[config.mk]
export PLATFORM = sky130hd
export DESIGN_NAME = imm_lut_encoder
export DESIGN_NICKNAME = d
export VERILOG_FILES = /design/src/rtl/imm_lut_encoder.sv
export SDC_FILE = /design/constraint.sdc
export NUM_CORES = 1
export LEC_CHECK = 0
export CAP_MARGIN = 40
export CORE_MARGIN = 2
export CORE_UTILIZATION = 64
export DETAILED_ROUTE_END_ITERATION = 16
export PLACE_DENSITY = 0.85
export SLEW_MARGIN = 20
export SYNTH_ARGS = -nofsm -noshare
export SYNTH_HDL_FRONTEND = slang
export SYNTH_SLANG_ARGS = --single-unit
[constraint.sdc]
create_clock -name Clk -period 7.6 [get_ports Clk]
set_input_delay 1.52 -clock Clk [delete_from_list [all_inputs] [get_ports Clk]]
set_output_delay 1.52 -clock Clk [all_outputs]
set_load 0.005 [all_outputs]
[src/rtl/imm_lut_encoder.sv]
// Reverse-lookup table: 16 software-loadable entries searched one per cycle for the lowest
// index that holds a requested value; also offers a combinational forward read.
module imm_lut_encoder #(
    parameter int PC_width = 8
) (
    input  logic                Clk,
    input  logic                Reset,
    input  logic                wr_en,
    input  logic [3:0]          wr_addr,
    input  logic [PC_width-1:0] wr_data,
    output logic                wr_ready,
    input  logic [3:0]          rd_addr,
    output logic [PC_width-1:0] rd_data,
    input  logic                req_valid,
    input  logic [PC_width-1:0] req_value,
    output logic                req_ready,
    output logic                resp_valid,
    input  logic                resp_ready,
    output logic                resp_hit,
    output logic [3:0]          resp_index
);

    typedef enum logic [1:0] {IDLE, SCAN, DONE} state_t;

    state_t              state, state_next;
    logic [PC_width-1:0] lut [16];
    logic [PC_width-1:0] key;
    logic [3:0]          counter;
    logic                match;

    function automatic logic [PC_width-1:0] reset_entry(input logic [3:0] idx);
        logic [7:0] v;
        case (idx)
            4'd0:    v = 8'h34;
            4'd1:    v = 8'h01;
            4'd2:    v = 8'h34;
            4'd3:    v = 8'h40;
            4'd4:    v = 8'h07;
            4'd5:    v = 8'h16;
            4'd6:    v = 8'h22;
            4'd7:    v = 8'h07;
            4'd8:    v = 8'h37;
            4'd9:    v = 8'h4A;
            4'd10:   v = 8'h56;
            4'd11:   v = 8'h68;
            4'd12:   v = 8'h72;
            4'd13:   v = 8'h7E;
            4'd14:   v = 8'h8B;
            default: v = 8'h01;
        endcase
        return PC_width'(v);
    endfunction

    assign rd_data = lut[rd_addr];
    assign match   = (lut[counter] == key);

    always_ff @(posedge Clk) begin
        if (Reset) begin
            state      <= IDLE;
            key        <= '0;
            counter    <= '0;
            resp_hit   <= 1'b0;
            resp_index <= 4'h0;
            for (int i = 0; i < 16; i++) begin
                lut[i] <= reset_entry(4'(i));
            end
        end else begin
            state <= state_next;
            // Writes only land in IDLE, so a running scan always sees a frozen table.
            if (wr_en && state == IDLE) begin
                lut[wr_addr] <= wr_data;
            end
            if (state == IDLE && req_valid) begin
                key     <= req_value;
                counter <= 4'h0;
            end
            if (state == SCAN) begin
                if (match) begin
                    resp_hit   <= 1'b1;
                    resp_index <= counter;
                end else if (counter == 4'hF) begin
                    resp_hit   <= 1'b0;
                    resp_index <= 4'hF;
                end else begin
                    counter <= counter + 4'h1;
                end
            end
        end
    end

    always_comb begin
        state_next = state;
        wr_ready   = 1'b0;
        req_ready  = 1'b0;
        resp_valid = 1'b0;
        case (state)
            IDLE: begin
                wr_ready  = 1'b1;
                req_ready = 1'b1;
                if (req_valid) state_next = SCAN;
            end
            SCAN: begin
                if (match || counter == 4'hF) state_next = DONE;
            end
            DONE: begin
                resp_valid = 1'b1;
                if (resp_ready) state_next = IDLE;
            end
            default: state_next = IDLE;
        endcase
    end

endmodule

Word level (Yosys, flattened, before mapping)
Memory sizes are Yosys's and may differ from the RTL's. A register that Yosys moved wholly into a read port is not among the register bits.
Cells that the tools add are included.
{"block": "classes", "addsub": 1, "multipliers": 0, "n_div": 0, "magnitude_cmp": 0, "n_eq_ne": 7, "n_shift": 0, "n_mux": 36, "n_bitwise": 0, "reduce_logical": 8}
{"operator": "two-way mux 8 bit", "n": 14}
{"operator": "two-way mux 4 bit", "n": 8}
{"operator": "two-way mux 1 bit", "n": 10}
{"operator": "== test 8 bit", "n": 1}
{"operator": "OR reduction 8 bit", "n": 1}
{"operator": "two-way mux 2 bit", "n": 3}
{"operator": "one-hot mux 2 bit (3 select lines)", "n": 1}
{"operator": "adder 4 x 1 -> 4 bit, second input constant", "n": 1}
{"operator": "== test 4 bit, second input constant", "n": 1}
{"operator": "inequality test 2 bit, second input constant", "n": 2}
{"operator": "AND reduction 3 bit", "n": 1}
{"operator": "== test 2 x 1 -> 1 bit, second input constant", "n": 1}
{"operator": "== test 2 bit, second input constant", "n": 1}
{"operator": "logical AND 1 bit", "n": 2}
{"operator": "zero test 2 bit", "n": 1}
{"operator": "inequality test 2 x 1 -> 1 bit, second input constant", "n": 1}
{"operator": "AND reduction 2 bit", "n": 1}
{"operator": "nonzero test 2 bit", "n": 1}
{"operator": "logical OR 1 bit", "n": 1}
{"block": "word_totals", "ff_bits": 19, "latchBits": 0, "ramBits": 128, "rom_bits": 0, "n_memories": 1}
{"name": "lut", "depth": 16, "word_bits": 8, "rd": 2, "rd_clocked_by_memory_dff": 1, "write_ports": 16, "line_no": "26", "rtl": "logic [PC_width-1:0] lut [16];"}

Logic depth before layout (Yosys ltp)
{"block": "logic_depth", "ltp_word": 7, "depth_mapped": 11}

Least setup slack after synthesis
Ideal clock, no wire load.
{"block": "synth_path", "kind": "input -> output", "from": "input rd_addr[0]", "to": "output rd_data[0]", "arrival_time_ns": 3.310, "slack_ns": 2.770, "path_stages": 4, "n_path_buf": 2, "path_cell_list": "clkbuf_1 > buf_1 > mux4_2 > mux4_2"}
{"block": "synth_between", "elab_chain_cells": 1}
{"item": "start, declared", "line_no": "12", "rtl": "input logic [3:0] rd_addr,"}
{"item": "memory read (16 x 8 bit)"}
{"item": "end, declared", "line_no": "13", "rtl": "output logic [PC_width-1:0] rd_data,"}
Every way passes these cells.

Final worst setup path
{"block": "layout_path", "from": "input rd_addr[1]", "to": "output rd_data[3]"}
Same word-level chain as after synthesis.

==> run metrics <==
CP Launch Type primary input; synth unique cells 48; GRT met3 Usage 10.88%; min-delay src key[1]; Vias 5697; DR iter-0 viols 789; clock skew 0.008117 ns; final WL 23.41 mm; pin count of the biggest net entering global routing 41; leakage 2.918 nW; share of cells above drive strength 1 20.92%; crit share post-route 70.47%; Slew Limit Headroom 36.81%; Area growth syn-to-layout 15.70%; commonest non-fill, non-tap cell in the layout edfxtp_1; CTS sink count 147; post_cts resized 0; status complete, no violations; htree depth 4; Antenna diodes 0; antenna viol nets, final 0; die height 115.7 um; clock tree buffer depth 2; Die Wd 115.7 um; root buf cell clkbuf_16; Routed wire per std cell 29.30 um; io pins 45; FILL cells 710; Die Area 0.01339 mm2; via/cell ratio 7.130; CP max stage delay 0.51 ns; Final Hold Viols 0; worst vdd ir 0.1763 mV; Slew Viols, Final 0; GRT busiest layer met2; Synth Register Bits 147; core area 0.01211 mm2; gpl congestion 0.9201; fin crit period 5.356 ns; Net Sw Frac 23.64%; post-layout net count 648; GRT Total Usage 36.77%; cell area power density 214.6 mW/mm2; area of the multi-input gates 0.003526 mm2; WHS Path Cells 2; Final setup viols 0; internal power 1.514 mW; initial antenna violation count 0; CP arrival 3.84 ns; Inserted Clock Buffers 17; Clk pwr share 42.6%; Post-CTS Repair Setup Buffers 0; register-to-register setup slack 4.35 ns; Worst Slack Setup Final 2.244 ns; syn_area_per_cell 13.70 um2; Crit. Startpoint rd_addr[1]; Worst-Skew Late Latency 0.43 ns; Worst-Margin Slew 0.9444 ns; Synth Instances 583; crit path kind in -> out; first-pass GRT wire length 34.31 mm; DP Cell Count 765; Post-Place Setup Slack 2.290 ns; Remaining DRCs 0; CTS tree built; crit-path max FO 32; crit end category primary output; clk slew on worst S/H paths 0.06 ns; reg2reg path depth 8; met2 Use GR 58.36%; CP cell instances clkdlybuf4s50_1 -> buf_4 -> mux4_2 -> mux4_2 -> clkdlybuf4s50_1; Seq pwr share 46.4%; RSZ-0062 raised after global routing false; Syn Nets 613; register area 0.004227 mm2; total gr overflow 0; Post-Layout Cell Count 799; logic gate share of total power 11.0%; DP Wirelength 15.33 mm; M1 GR Usage 45.89%; max_cap viols 0; DRT Pass-1 Iters 5; Initial Util 65.94%; Psw 468.9 uW; most frequent cells in the layout edfxtp_1 (128), mux4_2 (64), and2_1 (56), clkdlybuf4s50_1 (43), nand2_1 (42); post-synthesis sequential area ratio 52.89%; crit path max-delay cell type mux4_2; vias in the first global route 5621; Hold Path Class reg -> reg; Syn Std Cell Area 0.007986 mm2; fmax 0.1867 GHz; Data required, critical path 6.08 ns; setup TNS 0 ns; row count 40; # hold bufs at CTS 0; reg2reg start counter[0]; synthesis warning total 0; PortBufs 44
[routing by layer]
metal | up-vias | wire length (um)
met3 | 103 | 3216
met4 | 0 | 1411
met5 | - | 0
met1 | 2760 | 7575
li1 | 2298 | -
met2 | 536 | 11210
[cells by family (layout without fill, tap and decap cells)]
group	after synthesis	after routing	share of synthesized area (%)
adder cells (fa/ha/maj)	1	1	0.1566
buffers and inverters	55	103	3.118
flip-flops	147	147	52.89
AO/OA/AOI/OAI	49	49	3.979
multiplexers	90	90	22.34
XOR/XNOR	21	21	2.303
AND/OR/NAND/NOR	220	220	15.21
[layout make-up]
cell class	instances	share of cell area, %
Tap cell	168	2.275
Multi-Input combinational cell	381	38.16
Timing Repair Buffer	68	7.312
Clock buffer	19	4.685
Clock inverter	13	1.706
Inverter	3	0.1219
Sequential cell	147	45.74
[cells in the mapped netlist (all sizes together)]
| cell | n | area share (%) |
|---|---|---|
| a32o | 1 | 0.13 |
| nor4 | 5 | 0.39 |
| ha | 1 | 0.16 |
| edfxtp | 128 | 48 |
| a31oi | 1 | 0.078 |
| mux2i | 20 | 2.5 |
| xor2 | 10 | 1.1 |
| o22ai | 4 | 0.31 |
| or2 | 5 | 0.39 |
| clkbuf | 33 | 1.6 |
| o32ai | 1 | 0.11 |
| a21oi | 12 | 0.80 |
| clkinv | 1 | 0.047 |
| xnor2 | 11 | 1.2 |
| a21boi | 2 | 0.19 |
| a211oi | 1 | 0.094 |
| inv | 2 | 0.094 |
| nand3 | 5 | 0.47 |
| dfxtp | 19 | 4.8 |
| mux2 | 1 | 0.14 |
| o21ai | 18 | 1.1 |
| o211ai | 2 | 0.19 |
| or4 | 1 | 0.094 |
| nand2b | 21 | 1.6 |
| or3 | 30 | 2.3 |
| buf | 19 | 1.4 |
| o41ai | 1 | 0.34 |
| nor2 | 20 | 0.94 |
| o311a | 1 | 0.13 |
| o21a | 2 | 0.19 |
| nor3 | 23 | 1.6 |
| nor2b | 5 | 0.39 |
| nand3b | 1 | 0.094 |
| mux4 | 69 | 20 |
| nand2 | 42 | 2.0 |
| and3 | 3 | 0.24 |
| o31ai | 2 | 0.19 |
| and2 | 57 | 4.5 |
| o22a | 1 | 0.11 |
| nor3b | 2 | 0.19 |
[metrics by stage]
stage / total power [mW] / hold WS [ns] / util, % / area, um2
floorplan: 1.057 / 0.4481 / - / 7986
global placement: 1.127 / 0.4597 / 69.99 / 8477
detailed placement: 1.145 / 0.4774 / 71.20 / 8623
CTS: 1.977 / 0.4901 / 76.07 / 9214
global route: 2.022 / 0.5062 / 76.29 / 9240
finish: 1.983 / 0.4872 / 76.29 / 9240
[worst paths after layout]
path	endpoint
max	rd_data[3]
min	key[1]
max reg2reg	resp_index[3]
min reg2reg	key[1]
[worst max-delay path, delay by kind of cell]
family	cells	cell delay, ns
buf+inv	3	1.36
mux	2	0.94
[state kept, by name, summed over array words and instances (netlist names)]
signal	cells
counter	4
key	8
lut	128
resp_hit	1
resp_index	4
state	2
[power groups by stage]
| stage | sequential, mW | clock, mW | combinational [mW] |
|---|---|---|---|
| floorplan | 0.923 | 0 | 0.133 |
| global placement | 0.937 | 0 | 0.190 |
| detailed placement | 0.935 | 0 | 0.210 |
| CTS | 0.919 | 0.844 | 0.213 |
| global route | 0.922 | 0.873 | 0.228 |
| finish | 0.920 | 0.844 | 0.219 |
Power figures use the tool's default switching activity.
